## src/rtl/jtag_master_seq.sv

```systemverilog
// Host-side JTAG sequencer: turns RESET / SHIFT_IR / SHIFT_DR / IDLE commands into TCK/TMS/TDI sequences.
// Optional macro JTAG_TRST_OUT_EN adds the tap_trst_n output held low through the first five TCKs of RESET.
module jtag_master_seq #(
  parameter int DATA_W  = 32,
  parameter int LEN_W   = 6,
  parameter int CLK_DIV = 4
) (
  input  logic              clk,
  input  logic              trst_n,
  input  logic              cmd_valid,
  output logic              cmd_ready,
  input  logic [1:0]        cmd_op,
  input  logic [LEN_W-1:0]  cmd_len,
  input  logic [DATA_W-1:0] cmd_data,
  output logic              rsp_valid,
  output logic [DATA_W-1:0] rsp_data,
  output logic              busy,
  output logic [3:0]        tap_state,
  output logic              tck,
  output logic              tms,
  output logic              tdi,
  input  logic              tdo
`ifdef JTAG_TRST_OUT_EN
  , output logic            tap_trst_n
`endif
);

  localparam int CNT_W = $clog2(DATA_W + (1 << LEN_W) + 8);
  localparam int IDX_W = (DATA_W > 1) ? $clog2(DATA_W) : 1;
  localparam int DIV_W = (CLK_DIV > 1) ? $clog2(CLK_DIV) : 1;
  localparam logic [DIV_W-1:0] DIV_LAST = DIV_W'(CLK_DIV - 1);

  localparam logic [CNT_W-1:0] K0  = '0;
  localparam logic [CNT_W-1:0] K1  = CNT_W'(1);
  localparam logic [CNT_W-1:0] K2  = CNT_W'(2);
  localparam logic [CNT_W-1:0] K3  = CNT_W'(3);
  localparam logic [CNT_W-1:0] K4  = CNT_W'(4);
  localparam logic [CNT_W-1:0] K5  = CNT_W'(5);
  localparam logic [CNT_W-1:0] K6  = CNT_W'(6);
  localparam logic [CNT_W-1:0] KDW = CNT_W'(DATA_W);

  localparam logic [1:0] OP_RESET = 2'd0;
  localparam logic [1:0] OP_IR    = 2'd1;
  localparam logic [1:0] OP_DR    = 2'd2;
  localparam logic [1:0] OP_IDLE  = 2'd3;

  localparam logic [3:0] S_SHDR = 4'd4;
  localparam logic [3:0] S_SHIR = 4'd11;

  typedef enum logic [1:0] {ST_START, ST_RUN, ST_READY} state_t;

  state_t state, state_nxt;

  logic [1:0]        op_q;
  logic [CNT_W-1:0]  len_q;
  logic [CNT_W-1:0]  ntck_q;
  logic [CNT_W-1:0]  k_q;
  logic [DIV_W-1:0]  div_q;
  logic [IDX_W:0]    sh_idx_q;
  logic [DATA_W-1:0] data_q;
  logic              in_init_q;

  logic              tick, tck_rise, tck_fall, seq_done, accept;
  logic [CNT_W-1:0]  next_k;
  logic              tms_nxt, tdi_nxt;
  logic [CNT_W-1:0]  len_raw, sh_len, len_eff, ntck_eff;

  // 1149.1 TAP transition in the shared 4-bit state encoding.
  function automatic logic [3:0] tap_next(input logic [3:0] s, input logic m);
    logic [3:0] n;
    n = s;
    case (s)
      4'd0:  n = m ? 4'd0  : 4'd1;
      4'd1:  n = m ? 4'd2  : 4'd1;
      4'd2:  n = m ? 4'd9  : 4'd3;
      4'd3:  n = m ? 4'd5  : 4'd4;
      4'd4:  n = m ? 4'd5  : 4'd4;
      4'd5:  n = m ? 4'd8  : 4'd6;
      4'd6:  n = m ? 4'd7  : 4'd6;
      4'd7:  n = m ? 4'd8  : 4'd4;
      4'd8:  n = m ? 4'd2  : 4'd1;
      4'd9:  n = m ? 4'd0  : 4'd10;
      4'd10: n = m ? 4'd12 : 4'd11;
      4'd11: n = m ? 4'd12 : 4'd11;
      4'd12: n = m ? 4'd15 : 4'd13;
      4'd13: n = m ? 4'd14 : 4'd13;
      4'd14: n = m ? 4'd15 : 4'd11;
      4'd15: n = m ? 4'd2  : 4'd1;
    endcase
    return n;
  endfunction

  // TMS for TCK number k of a sequence starting in RTI.
  function automatic logic tms_for(input logic [1:0] op, input logic [CNT_W-1:0] k,
                                   input logic [CNT_W-1:0] l);
    logic t;
    t = 1'b0;
    case (op)
      OP_RESET: t = (k < K5);
      OP_IR: begin
        if (k < K2)           t = 1'b1;
        else if (k < K4)      t = 1'b0;
        else if (k < l + K4)  t = (k == l + K3);
        else                  t = (k == l + K4);
      end
      OP_DR: begin
        if (k == K0)          t = 1'b1;
        else if (k < K3)      t = 1'b0;
        else if (k < l + K3)  t = (k == l + K2);
        else                  t = (k == l + K3);
      end
      default: t = 1'b0;
    endcase
    return t;
  endfunction

  function automatic logic tdi_for(input logic [1:0] op, input logic [CNT_W-1:0] k,
                                   input logic [CNT_W-1:0] l, input logic [DATA_W-1:0] d);
    logic [CNT_W-1:0] off;
    logic [CNT_W-1:0] s;
    logic             b;
    b   = 1'b0;
    off = (op == OP_IR) ? K4 : K3;
    s   = k - off;
    if ((op == OP_IR || op == OP_DR) && k >= off && k < l + off)
      b = d[IDX_W'(s)];
    return b;
  endfunction

  always_comb begin
    len_raw  = CNT_W'(cmd_len);
    sh_len   = len_raw;
    len_eff  = len_raw;
    ntck_eff = len_raw;
    if (len_raw == K0)      sh_len = K1;
    else if (len_raw > KDW) sh_len = KDW;
    case (cmd_op)
      OP_RESET: begin len_eff = sh_len; ntck_eff = K6;          end
      OP_IR:    begin len_eff = sh_len; ntck_eff = sh_len + K6; end
      OP_DR:    begin len_eff = sh_len; ntck_eff = sh_len + K5; end
      default:  begin len_eff = len_raw; ntck_eff = len_raw;    end
    endcase
  end

  always_comb begin
    tick     = (div_q == DIV_LAST);
    tck_rise = (state == ST_RUN) && tick && !tck;
    tck_fall = (state == ST_RUN) && tick && tck;
    seq_done = tck_fall && (k_q == ntck_q - K1);
    accept   = (state == ST_READY) && cmd_valid;
    next_k   = (state == ST_START) ? K0 : k_q + K1;
    tms_nxt  = tms_for(op_q, next_k, len_q);
    tdi_nxt  = tdi_for(op_q, next_k, len_q, data_q);
  end

  always_ff @(posedge clk or negedge trst_n) begin
    if (!trst_n) state <= ST_START;
    else         state <= state_nxt;
  end

  always_comb begin
    state_nxt = state;
    case (state)
      ST_START: state_nxt = (ntck_q == K0) ? ST_READY : ST_RUN;
      ST_RUN:   if (seq_done) state_nxt = ST_READY;
      ST_READY: if (accept) state_nxt = ST_START;
      default:  state_nxt = ST_START;
    endcase
  end

  // Command payload needs no reset; it is only read after an accept.
  always_ff @(posedge clk) begin
    if (accept) data_q <= cmd_data;
  end

  always_ff @(posedge clk or negedge trst_n) begin
    if (!trst_n) begin
      op_q       <= OP_IDLE;
      len_q      <= K1;
      ntck_q     <= K1;
      in_init_q  <= 1'b1;
      k_q        <= K0;
      div_q      <= '0;
      sh_idx_q   <= '0;
      tck        <= 1'b0;
      tms        <= 1'b1;
      tdi        <= 1'b0;
      cmd_ready  <= 1'b0;
      busy       <= 1'b1;
      rsp_valid  <= 1'b0;
      rsp_data   <= '0;
      tap_state  <= 4'd0;
`ifdef JTAG_TRST_OUT_EN
      tap_trst_n <= 1'b0;
`endif
    end else begin
      rsp_valid <= 1'b0;
      case (state)
        ST_READY: begin
          if (accept) begin
            op_q      <= cmd_op;
            len_q     <= len_eff;
            ntck_q    <= ntck_eff;
            in_init_q <= 1'b0;
          end
        end
        ST_START: begin
          k_q      <= K0;
          div_q    <= '0;
          sh_idx_q <= '0;
          tck      <= 1'b0;
          tms      <= tms_nxt;
          tdi      <= tdi_nxt;
          if (!in_init_q) rsp_data <= '0;
          if (ntck_q == K0) begin
            rsp_valid <= !in_init_q;
          end else begin
            busy      <= 1'b1;
            cmd_ready <= 1'b0;
          end
`ifdef JTAG_TRST_OUT_EN
          tap_trst_n <= in_init_q || (op_q != OP_RESET);
`endif
        end
        ST_RUN: begin
          div_q <= tick ? '0 : div_q + DIV_W'(1);
          if (tck_rise) begin
            tck       <= 1'b1;
            tap_state <= tap_next(tap_state, tms);
            if ((tap_state == S_SHDR || tap_state == S_SHIR) && sh_idx_q < (IDX_W+1)'(DATA_W)) begin
              rsp_data[sh_idx_q[IDX_W-1:0]] <= tdo;
              sh_idx_q <= sh_idx_q + (IDX_W+1)'(1);
            end
          end
          if (tck_fall) begin
            tck <= 1'b0;
            k_q <= k_q + K1;
`ifdef JTAG_TRST_OUT_EN
            if (k_q == K4) tap_trst_n <= 1'b1;
`endif
            if (seq_done) begin
              tms       <= 1'b0;
              tdi       <= 1'b0;
              busy      <= 1'b0;
              cmd_ready <= 1'b1;
              rsp_valid <= !in_init_q;
            end else begin
              tms <= tms_nxt;
              tdi <= tdi_nxt;
            end
          end
        end
        default: ;
      endcase
    end
  end

endmodule

```

## config.mk

```make
export PLATFORM = sky130hd
export DESIGN_NAME = jtag_master_seq
export DESIGN_NICKNAME = d
export VERILOG_FILES = /design/src/rtl/jtag_master_seq.sv
export SDC_FILE = /design/constraint.sdc
export NUM_CORES = 1
export LEC_CHECK = 0
export CAP_MARGIN = 20
export CORE_UTILIZATION = 39
export CTS_BUF_LIST = sky130_fd_sc_hd__clkbuf_8
export DETAILED_ROUTE_END_ITERATION = 10
export GPL_TIMING_DRIVEN = 0
export MAX_ROUTING_LAYER = met4
export PLACE_DENSITY = 0.59
export SYNTH_ARGS = -nofsm -noshare
export SYNTH_HDL_FRONTEND = slang
export SYNTH_SLANG_ARGS = --single-unit
```

## constraint.sdc

```tcl
create_clock -name clk -period 4.7 [get_ports clk]
set_clock_uncertainty 0.15 [all_clocks]
set_input_delay 0.94 -clock clk [delete_from_list [all_inputs] [get_ports clk]]
set_output_delay 0.94 -clock clk [all_outputs]
set_load 0.005 [all_outputs]
```

* Yosys cells after proc, flatten, opt, wreduce, memory -nomap -nowiden
Index checks and enable logic that the tools add are counted.
Word-level totals: input bits 44, flip-flop bits (word level) 108, logic and storage cells 176
Cells by class: mux-type cells 68, reduce and logical (&&, ||, !) cells 33, add/sub/neg operators 11, order comparisons 13, eq/ne operators 34
Operators by type and width (number):
- $mux W32 | 3
- $pmux W32 S2 | 1
- $pmux W4 S12 | 1
- $bwmux W32 | 1
- $eq A4 B4 Y1 const B | 8
- $eq A7 B7 Y1 | 4
- $mux W7 | 4
- $mux W1 | 27
- $add A7 B3 Y7 const B | 3
- $lt A7 B7 Y1 | 3
- $pmux W7 S3 | 1
- $mux W6 | 3
- $eq A4 B3 Y1 const B | 4
- $mux W4 | 4
- $add A7 B2 Y7 const B | 2
- $logic_not A7 Y1 | 2
- $lt A7 B2 Y1 const B | 2
- $lt A7 B3 Y1 const B | 2
- $mux W2 | 7
- $pmux W7 S2 | 1
- $lt A5 B6 Y1 const B | 2
- $ne A2 B2 Y1 const B | 6
- $pmux W1 S2 | 6
- $pmux W6 S2 | 1
- other kinds (34) | 61

* Logic depth before layout (Yosys ltp)
Gate-level depths: netlist of run 1.
depth after elaboration 10, gate-level depth with buffers 13, depth with buffers taken out 13

* Worst setup path before layout of run 1
No wires, ideal clock.
path type register -> register, from reg op_q[0], to reg tdi, arrival time 3.220 ns, period minus slack after synthesis 3.491 ns, slack 1.209 ns, data required time 4.428 ns, library setup time 0.122 ns, cell stages (with the launch flop) 10, path through dfstp_2 > ha_1 > inv_1 > ha_1 > fa_1 > buf_1 > mux4_2 > mux4_2 > mux2_2 > a32o_1
On the way: word-level cells in the longest chain between the ends 9, elaborated cells between the ends (all ways) 16
Ends and longest elaborated chain:
- from (decl) | line 54 | logic [1:0] op_q;
- from (signal assigned) | line 201 | op_q <= cmd_op;
- $eq A2 B1 Y1 | line 123, 125
- $mux W3 | line 123 | off = (op == OP_IR) ? K4 : K3;
- $add A7 B3 Y7 (tied with other cells) | line 125 | if ((op == OP_IR || op == OP_DR) && k >= off && k < l + off)
- $lt A7 B7 Y1 (tied with other cells) | line 125
- $logic_and A1 B1 Y1 or $mux W1 (tied branches) | line 125, 126
- $mux W1 (*) | line 125
- $mux W1 | line 241 | if (seq_done) begin
- $mux W1 | line 235 | if (tck_fall) begin
- $pmux W1 S2 (*) | line 198 | case (state)
- to (signal assigned) | line 213 | tdi <= tdi_nxt;
- to (signal assigned) | line 249 | tdi <= tdi_nxt;
- to (decl) | line 21 | output logic tdi,
Mark *: on every way between the ends. The rest lies on a longest branch, timed or not. The select of a mux whose other input is x is not followed. A chain may end at the register's enable or synchronous reset.

* Worst setup path after layout of run 1
from reg state[1], to reg tdi
On the way: word-level cells in the longest chain between the ends 9, elaborated cells between the ends (all ways) 20
Ends and longest elaborated chain:
- from (decl) | line 52 | state_t state, state_nxt;
- from (signal assigned) | line 158 | else state <= state_nxt;
- $logic_not A2 Y1 | line 151, 198
- $mux W7 | line 151 | next_k = (state == ST_START) ? K0 : k_q + K1;
- $sub A5 B3 Y5 or $ge A7 B3 Y1 (tied branches) | line 124, 125
- $bmux W1 S5 or $logic_and A1 B1 Y1 (tied branches) | line 126, 125
- $mux W1 (not written as such) or $logic_and A1 B1 Y1 (tied branches) | line 126, 125
- $mux W1 | line 125
- $mux W1 | line 241
- $mux W1 | line 235
- $pmux W1 S2 | line 198
Several ways; a longest one is shown, not always the timed one. The select of a mux whose other input is x is not followed.

==> results.txt, run 1 <==
----------------------------------------------------
[Synthesis]
  Largest family of logic cells by synthesized area ... compound AO/OA/AOI/OAI gates
  Cell types with the largest area share after synthesis ... sky130_fd_sc_hd__dfrtp_1, sky130_fd_sc_hd__edfxtp_1, sky130_fd_sc_hd__o21ai_0
  Yosys top cell area share ... 26.2%
  Synthesized-area fraction occupied by ao, oa, aoi and oai cells ... 19.6%
  Mapped cell area ... 6490 sq um
  Post-synthesis cell count ... 672
  Share of synthesized registers carrying an async set or reset ... 70.1%
  Number of storage elements in the synthesis netlist ... 107
  Mean post-synth cell area ... 9.66 sq um
  Number of enable flip-flop cells after synthesis ... 32
  Most used flip-flop cell after synthesis ... sky130_fd_sc_hd__dfrtp_1
  Largest area contributor in the synthesized netlist ... sky130_fd_sc_hd__dfrtp_1
  Area fraction in and, or, nand and nor cells after synthesis ... 13.9%
  Fraction of the mapped netlist area in adder cells ... 8.68%
  Synth Area in XOR/XNOR ... 5.13%
  Synthesized netlist net count ... 758
  Sequential cell area fraction in the yosys report ... 43.9%
  Library cells used by synthesis ... 71
  Share of cell area taken by muxes after synthesis ... 4.80%
  Number of warnings printed during yosys synthesis ... 0

[Clocking]
  Maximum number of buffers from clock root to sink ... 2
  Clk root buf ... sky130_fd_sc_hd__clkbuf_8
  Clock net sink count ... 107
  Worst-path clk slew ... 110 ps
  Max H-tree Level ... 3
  CTS Buf Count ... 9
  TritonCTS clock tree ... built
  Count of hold-fix buffers inserted at cts ... 0
  Cts repair resizes ... 0
  Clock insertion delay at the later pin of the skew report ... 380 ps
  Number of buffers inserted by post-CTS setup repair ... 0

[Finish]
  Post-route insts no fill ... 989
  Filler instances ... 1478
  Antenna diode count ... 0
  Highest-count cells in the layout ignoring fill and taps ... sky130_fd_sc_hd__o21ai_0, sky130_fd_sc_hd__clkdlybuf4s50_1, sky130_fd_sc_hd__dfrtp_1
  Commonest non-fill, non-tap cell in the layout ... sky130_fd_sc_hd__o21ai_0
  Share of post-route cells with drive strength above 1 ... 7.76%
  Cell area after layout ... 7810 sq um
  Syn-to-layout area delta ... 20.3%
  Layout Utilization ... 48.6%
  Nets ... 854

[Floorplanning]
  Number of rows in the core area ... 46
  Die X-Extent ... 131 um
  Area of the die ... 17200 sq um
  Effective utilization at floorplan ... 40.4%
  Floorplan core area ... 16100 sq um
  Y dimension of the die ... 131 um
  I/O pin count ... 86

[Timing]
  Measured slew at the worst slew-check pin ... 973 ps
  Max-slew headroom ... 33.2%
  Clock period minus worst slack ... 3960 ps
  Highest clock frequency the design can meet ... 0.253 GHz
  Final clock period utilization by the worst path ... 84.2%
  Worst hold margin ... 312 ps
  Count of pins over their slew limit ... 0
  RSZ-0062 raised after global routing ... no
  Final Hold Viols ... 0
  Final Setup Violations ... 0

[GRT]
  Initial antenna violation count ... 0
  Total routing resource utilization after global routing ... 20.3%
  Largest net degree at the start of global routing ... 40
  Wire length of the first global-routing pass ... 26200 um
  Vias in the first global route ... 5277
  Residual overflow from global routing ... 0

[Setup path]
  Required time worst endpoint ... 4830 ps
  Bufs and invs on worst path ... 2
  Top Family by Delay on Critical Path ... multiplexers
  CP Data Arrival Time ... 4090 ps
  Max stage delay cell, worst path ... sky130_fd_sc_hd__fa_1
  Type of element capturing the critical path ... register
  Cell-by-cell trace of the critical path ... buf_2, or2_1, nand2b_1, ha_1, fa_1, buf_1, mux4_2, mux4_2, mux2_2, a32o_1
  Setup crit start kind ... register
  Largest fanout of any net on the critical path ... 10
  Category of the critical setup timing path ... reg2reg
  Most used cell along the critical path ... sky130_fd_sc_hd__mux4_2
  Slowest stage delay, CP ... 490 ps

[Pwr]
  Static leakage power ... 3.09 nW
  Pwr dens ... 553 nW/um^2
  Worst VDD drop ... 0.266 mV
  Design Power ... 4.32 mW

[Detailed routing]
  Number of DRC markers in iteration 0 ... 348
  TritonRoute pass-1 iters ... 5
  Final wirelength ... 15800 um
  Mean number of vias per cell ... 5.47
  Count of unresolved DRC violations after routing ... 0
  Vias ... 5412
  Post-DR wirelength/cell ... 15.9 um
  Detail Route Antenna Nets ... 0

[Place]
  Number of cells after detailed placement ... 973
  HPWL after detailed placement ... 12000 um
  Routability cong. ... 0.817
  Post-place instance area ... 7640 sq um
  Port Buf Inserts ... 83

[Hold path]
  Worst hold-check path type ... reg2reg

[Job]
  Number of violations of the max-capacitance limit ... 0

[Outcome]
  Run status ... finished clean

----------------------------------------------------
==> worst min-delay path: cells and delay by family, from the launching register on <==
family	cells	cell delay, ps
DFF	1	380
and+or+nand+nor	2	90
==> power breakdown <==
group / switching [mW] / internal (mW)
Clock: 0.332 / 0.195
Combinational: 1.23 / 1.20
Sequential: 0.167 / 1.20
Total: 1.73 / 2.59
==> through the flow <==
| step | setup WS (ps) | TNS, ps |
|---|---|---|
| 6_report | 742 | 0 |
| 2_1_floorplan | 1210 | 0 |
| 4_1_cts | 685 | 0 |
| 5_1_grt | 528 | 0 |
| 3_5_place_dp | 702 | 0 |
| 3_3_place_gp | -155 | -10190 |
==> flip-flops by register name (all words and copies together) (netlist names) <==
signal     count
tdi            1
rsp_valid      1
in_init_q      1
data_q        32
len_q          6
tck            1
busy           1
ntck_q         7
cmd_ready      1
tap_state      4
k_q            7
div_q          2
state          2
tms            1
op_q           2
sh_idx_q       6
rsp_data      32
==> cell usage after synthesis, drive strengths merged, types with 14 or more instances <==
master / count
o21ai: 106
dfrtp: 68
nand2: 56
a21oi: 54
ha: 40
nor2: 36
edfxtp: 32
clkbuf: 29
inv: 28
xnor2: 28
nand3: 14
nor3: 14
==> cell type report <==
| class | count | area [sq um] | area share [%] |
|---|---|---|---|
| Multi-Input combinational cell | 499 | 3380 | 43.3 |
| Clock buffer | 9 | 124 | 1.59 |
| Inverter | 29 | 109 | 1.39 |
| Timing Repair Buffer | 85 | 876 | 11.2 |
| Tap cell | 216 | 270 | 3.46 |
| Buffer | 37 | 156 | 2.00 |
| Sequential cell | 107 | 2850 | 36.5 |
| Clock inverter | 7 | 48.8 | 0.625 |
==> layer usage <==
layer	vias up	global-route usage (%)	routed length (um)	part of all wire (%)
met2	151	32.9	7640	48
li1	2631	-	-	-
met1	2616	26.2	7240	46
met5	-	-	0	0
met4	0	4.80	171	1.1
met3	14	3.87	707	4.5
==> cell families after synthesis <==
logic type | count (synthesis)
AO/OA/AOI/OAI | 220
XOR/XNOR | 38
adder cells (fa/ha/maj) | 44
buffers and inverters | 66
flip-flops | 107
multiplexers | 18
AND/OR/NAND/NOR | 179
==> path summary, 6_finish.rpt <==
| path | from | end | slack, ps | depth (start not counted) |
|---|---|---|---|---|
| max | state[1]$_DFFE_PN0P_ | tdi$_DFFE_PN0P_ | 740 | 10 |
| min | busy$_DFFE_PN1P_ | busy$_DFFE_PN1P_ | 310 | 2 |
| max reg2reg | state[1]$_DFFE_PN0P_ | tdi$_DFFE_PN0P_ | 740 | 10 |
| min reg2reg | busy$_DFFE_PN1P_ | busy$_DFFE_PN1P_ | 310 | 2 |
| max in group asynchronous | trst_n | ntck_q[0]$_DFFE_PN1P_ | 3370 | 2 |
| min in group asynchronous | trst_n | tap_state[2]$_DFFE_PN0P_ | 380 | 1 |
No activity file was read; power rests on OpenSTA's default activity.
==> run 2: changes to the inputs <==
PLACE_DENSITY = 0.61   (was 0.59)
clock period = 3.6 ns   (was 4.7 ns; I/O delays follow)
==> results.txt, run 2 (synthesis gave the netlist of run 1 again) <==
----------------------------------------------------
[Outcome]
  Run status ... finished clean

[Place]
  Number of cells after detailed placement ... 973
  Post-placement worst setup slack ... -456 ps
  HPWL after detailed placement ... 12200 um
  Routability cong. ... 0.855
  Port Buf Inserts ... 83

[Timing]
  Worst setup slack after layout ... 89.5 ps
  Final Hold Viols ... 0
  Count of pins over their slew limit ... 0
  Final clock period utilization by the worst path ... 97.5%
  Final Setup Violations ... 0
  Highest clock frequency the design can meet ... 0.285 GHz
  Measured slew at the worst slew-check pin ... 737 ps
  Max-slew headroom ... 49.9%
  Clock period minus worst slack ... 3510 ps

[Setup path]
  Top Family by Delay on Critical Path ... multiplexers
  Number of logic stages on the critical path including buffering ... 8
  Endpoint of the most critical register-to-register path ... tdi$_DFFE_PN0P_
  Cell-by-cell trace of the critical path ... ha_4, inv_1, ha_2, fa_2, mux4_2, mux4_2, mux2_2, a32o_1
  Depth of the worst register-to-register path ... 8
  Worst setup startpoint ... op_q[0]$_DFFE_PN1P_
  Type of element capturing the critical path ... register
  Largest fanout of any net on the critical path ... 8
  Most used cell along the critical path ... sky130_fd_sc_hd__mux4_2
  Timing endpoint of the critical path ... tdi$_DFFE_PN0P_
  Startpoint of the worst register-to-register path ... op_q[0]$_DFFE_PN1P_
  Category of the critical setup timing path ... reg2reg
  Bufs and invs on worst path ... 1
  Required time worst endpoint ... 3730 ps
  Slowest stage delay, CP ... 690 ps
  Register-to-register path setup slack ... 90 ps
  CP Data Arrival Time ... 3640 ps
  Max stage delay cell, worst path ... sky130_fd_sc_hd__fa_2
  Setup crit start kind ... register

[Clocking]
  Clk root buf ... sky130_fd_sc_hd__clkbuf_8
  Clock insertion delay at the later pin of the skew report ... 380 ps
  Max H-tree Level ... 3
  Maximum number of buffers from clock root to sink ... 2
  Worst-path clk slew ... 100 ps
  TritonCTS clock tree ... built
  Clock net sink count ... 107
  CTS Buf Count ... 9

[Hold path]
  Worst hold-check path type ... in2async

[Finish]
  Antenna diode count ... 0
  Share of post-route cells with drive strength above 1 ... 8.82%
  Highest-count cells in the layout ignoring fill and taps ... sky130_fd_sc_hd__o21ai_0, sky130_fd_sc_hd__clkdlybuf4s50_1, sky130_fd_sc_hd__dfrtp_1
  Top Registers ... data_q: 32 flops, rsp_data: 32 flops
  Commonest non-fill, non-tap cell in the layout ... sky130_fd_sc_hd__o21ai_0
  Nets ... 852
  Post-route insts no fill ... 987
  Filler instances ... 1441
  Syn-to-layout area delta ... 21.8%

[Floorplanning]
  Effective utilization at floorplan ... 40.4%
  Floorplan core area ... 16100 sq um
  I/O pin count ... 86
  Number of rows in the core area ... 46
  Die X-Extent ... 131 um
  Y dimension of the die ... 131 um
  Area of the die ... 17200 sq um

[GRT]
  Largest net degree at the start of global routing ... 52
  Total routing resource utilization after global routing ... 20.6%
  Vias in the first global route ... 5344
  Wire length of the first global-routing pass ... 26500 um
  Initial antenna violation count ... 0
  Residual overflow from global routing ... 0

[Detailed routing]
  Mean number of vias per cell ... 5.51
  Vias ... 5434
  Detail Route Antenna Nets ... 0
  TritonRoute pass-1 iters ... 4
  Post-DR wirelength/cell ... 16.2 um
  Number of DRC markers in iteration 0 ... 393
  Final wirelength ... 16000 um
  Count of unresolved DRC violations after routing ... 0

[Pwr]
  Pwr dens ... 743 nW/um^2
  Static leakage power ... 3.12 nW
  Worst VDD drop ... 0.332 mV

[Job]
  Number of violations of the max-capacitance limit ... 0

----------------------------------------------------
## run 2: cell count changes in the layout (fill, tap and decap cells not counted), moves of 2 or more
cell and delta:
sky130_fd_sc_hd__clkinvlp_2 -2, sky130_fd_sc_hd__buf_2 -2, sky130_fd_sc_hd__inv_6 -2, sky130_fd_sc_hd__bufinv_16 +2, sky130_fd_sc_hd__ha_1 -2
## run 2: routing by layer
metal	wire (um)	track usage [%]	vias to the layer above
met4	235	5.75	0
met5	0	-	-
met1	7330	25.9	2632
met3	688	4.03	19
li1	-	-	2642
met2	7760	33.6	141
## run 2: repair_timing
action / 4_1_cts / 5_1_grt
setup buffers: 0 / 0
gates resized for setup: 4 / 10
pin swaps: 0 / 1
hold buffers: 0 / 0
endpoints found under the setup margin: 2 / 2
## run 2: where the power goes
group	switching (mW)	total [mW]	internal [mW]
clock	0.433	0.831	0.398
sequential	0.230	1.79	1.56
combinational	1.64	3.25	1.61
## run 2: per-stage QoR
step | power (mW) | instance area (sq um) | hold WS, ps | TNS, ps | util [%]
3_3_place_gp | 4.93 | 7590 | 298 | -69380 | 47.3
4_1_cts | 5.90 | 7870 | 83.5 | -109 | 49.0
2_1_floorplan | 3.91 | 6490 | 274 | 0 | -
3_5_place_dp | 5.03 | 7640 | 311 | -591 | 47.6
6_report | 5.87 | 7910 | 86.5 | 0 | 49.2
5_1_grt | 6.38 | 7910 | 91.5 | -0.373 | 49.2
## run 2: how the worst min path moves through the flow
stage,startpoint,endpoint,slack (ps),depth (start not counted)
after CTS,trst_n,tdi$_DFFE_PN0P_,80,1
after floorplan,trst_n,cmd_ready$_DFFE_PN0P_,270,0
after global routing,trst_n,ntck_q[3]$_DFFE_PN0P_,90,1
final,trst_n,k_q[5]$_DFFE_PN0P_,90,1
after global placement,busy$_DFFE_PN1P_,busy$_DFFE_PN1P_,300,2
after detailed placement,busy$_DFFE_PN1P_,busy$_DFFE_PN1P_,310,2
## run 2: layout make-up
class                      instances  area (sq um)  share of cell area (%)
clock buffer                       9           124                    1.57
multi-input combinational        499          3420                    43.2
inverter                          29           109                    1.38
tap                              216           270                    3.42
clock inverter                     7           100                    1.27
buffer                            35           154                    1.95
timing repair buffer              85           883                    11.2
sequential                       107          2850                    36.0
==> run 3: changes to the inputs <==
--- a/config.mk
+++ b/config.mk
@@ -13,3 +13,3 @@
 export MAX_ROUTING_LAYER = met4
-export PLACE_DENSITY = 0.61
+export PLACE_DENSITY = 0.59
 export SYNTH_ARGS = -nofsm -noshare
==> constraint.sdc (replaced) <==
create_clock -name clk -period 4 [get_ports clk]
set_clock_uncertainty 0.15 [all_clocks]
set_input_delay 1 -clock clk [delete_from_list [all_inputs] [get_ports clk]]
set_output_delay 1 -clock clk [all_outputs]
set_load 0.005 [all_outputs]
==> results.txt, run 3 (synthesis gave the netlist of run 1 again) <==
----------------------------------------------------
[Outcome]
  Run status ... finished clean

[Finish]
  Share of post-route cells with drive strength above 1 ... 7.91%
  Total area of sequential cells ... 2850 sq um
  Top Registers ... data_q: 32 flops, rsp_data: 32 flops
  Commonest non-fill, non-tap cell in the layout ... sky130_fd_sc_hd__o21ai_0
  Syn-to-layout area delta ... 20.2%
  Filler instances ... 1477
  Footprint of the multi-input gates ... 3380 sq um
  Layout Utilization ... 48.6%
  Post-route insts no fill ... 987
  Nets ... 852
  Highest-count cells in the layout ignoring fill and taps ... sky130_fd_sc_hd__o21ai_0, sky130_fd_sc_hd__clkdlybuf4s50_1, sky130_fd_sc_hd__dfrtp_1
  Antenna diode count ... 0

[Detailed routing]
  Vias ... 5447
  Detailed-routed wire length on met3 ... 768 um
  Met1 wire length ... 7140 um
  Routed length on met2 ... 7670 um
  Uppermost layer routed ... met4
  Post-DR wirelength/cell ... 16.0 um
  Final wirelength ... 15800 um
  Number of DRC markers in iteration 0 ... 348
  TritonRoute pass-1 iters ... 5
  Count of unresolved DRC violations after routing ... 0
  Detail Route Antenna Nets ... 0
  Mean number of vias per cell ... 5.52

[Timing]
  Final clock period utilization by the worst path ... 93.5%
  Sum of negative setup slack ... 0 ps
  Count of pins over their slew limit ... 0
  Final Setup Violations ... 0
  Highest clock frequency the design can meet ... 0.267 GHz
  RSZ-0062 raised after global routing ... no
  Max-slew headroom ... 33.8%
  Clock period minus worst slack ... 3740 ps
  Final Hold Viols ... 0
  Measured slew at the worst slew-check pin ... 966 ps

[Pwr]
  Worst VDD drop ... 0.294 mV
  Design Power ... 5.09 mW
  Static leakage power ... 3.09 nW
  Pwr dens ... 652 nW/um^2

[Setup path]
  Required time worst endpoint ... 4160 ps
  Max stage delay cell, worst path ... sky130_fd_sc_hd__mux2i_1
  Largest fanout of any net on the critical path ... 9
  Cell-by-cell trace of the critical path ... buf_2, and3_1, mux2i_1, ha_1, a2111oi_0, a211oi_1, a211oi_1, o211ai_1, a22o_1
  CP Data Arrival Time ... 3910 ps
  Setup crit start kind ... register
  Category of the critical setup timing path ... reg2reg
  Most used cell along the critical path ... sky130_fd_sc_hd__a211oi_1
  Type of element capturing the critical path ... register
  Slowest stage delay, CP ... 820 ps

[Clocking]
  Max H-tree Level ... 3
  Count of hold-fix buffers inserted at cts ... 0
  Number of buffers inserted by post-CTS setup repair ... 0
  Maximum number of buffers from clock root to sink ... 2
  Clk root buf ... sky130_fd_sc_hd__clkbuf_8
  Worst-path clk slew ... 100 ps
  Clock net sink count ... 107
  TritonCTS clock tree ... built
  Clock insertion delay at the later pin of the skew report ... 380 ps
  CTS Buf Count ... 9

[GRT]
  Initial antenna violation count ... 0
  Total routing resource utilization after global routing ... 20.3%
  Largest net degree at the start of global routing ... 40
  Wire length of the first global-routing pass ... 26200 um
  Vias in the first global route ... 5277
  Residual overflow from global routing ... 0

[Floorplanning]
  Y dimension of the die ... 131 um
  Number of rows in the core area ... 46
  Floorplan core area ... 16100 sq um
  I/O pin count ... 86
  Area of the die ... 17200 sq um
  Effective utilization at floorplan ... 40.4%
  Die X-Extent ... 131 um

[Job]
  Number of violations of the max-capacitance limit ... 0

[Place]
  HPWL after detailed placement ... 12000 um
  Number of cells after detailed placement ... 973
  Port Buf Inserts ... 83
  Routability cong. ... 0.817

[Hold path]
  Worst hold-check path type ... reg2reg

----------------------------------------------------
## run 3: what timing repair did
| item | 4_1_cts | 5_1_grt |
|---|---|---|
| gates cloned | 0 | 0 |
| endpoints found under the setup margin | 1 | 1 |
| pin swaps | 0 | 0 |
| gates resized for setup | 0 | 1 |
## run 3: worst max-delay path, delay by kind of cell, from the launching register on
kind	cells	cell delay [ps]
flops	1	360
mux	1	820
fa+ha+maj	1	390
compound gates	5	1530
buf+inv	1	200
simple gates	1	230
## run 3: power breakdown
| group | internal, mW | total (mW) | switching (mW) |
|---|---|---|---|
| clock | 0.229 | 0.619 | 0.390 |
| combinational | 1.42 | 2.87 | 1.44 |
| sequential | 1.41 | 1.60 | 0.196 |
## run 3: stage by stage
stage,hold WS [ps],instance area (sq um),setup WS [ps]
after detailed placement,300,7640,1.81
after global placement,295,7590,-915
after CTS,315,7800,29.1
after floorplan,297,6490,509
final,312,7800,258
after global routing,333,7800,17.3
## run 3: area by class of cell
type | count | share of cell area, %
clock inverter | 7 | 0.625
clock buffer | 9 | 1.59
multi-input combinational | 499 | 43.3
timing repair buffer | 85 | 11.2
tap | 216 | 3.46
buffer | 35 | 1.91
inverter | 29 | 1.39
sequential | 107 | 36.5
## run 3: routing by layer
metal | GRT usage, % | vias up
met5 | - | -
met4 | 4.80 | 0
met3 | 3.87 | 14
met2 | 32.9 | 157
met1 | 26.2 | 2648
li1 | - | 2628
## run 3: final timing paths
path                                    start  slack, ps                       end  cells after the start
hold / removal               busy$_DFFE_PN1P_        310          busy$_DFFE_PN1P_                      2
setup / recovery           k_q[0]$_DFFE_PN0P_        260           tms$_DFFE_PN1P_                      9
min in group asynchronous              trst_n        440  tap_state[2]$_DFFE_PN0P_                      1
hold reg to reg              busy$_DFFE_PN1P_        310          busy$_DFFE_PN1P_                      2
setup reg to reg           k_q[0]$_DFFE_PN0P_        260           tms$_DFFE_PN1P_                      9
max in group asynchronous              trst_n       2620     ntck_q[0]$_DFFE_PN1P_                      2
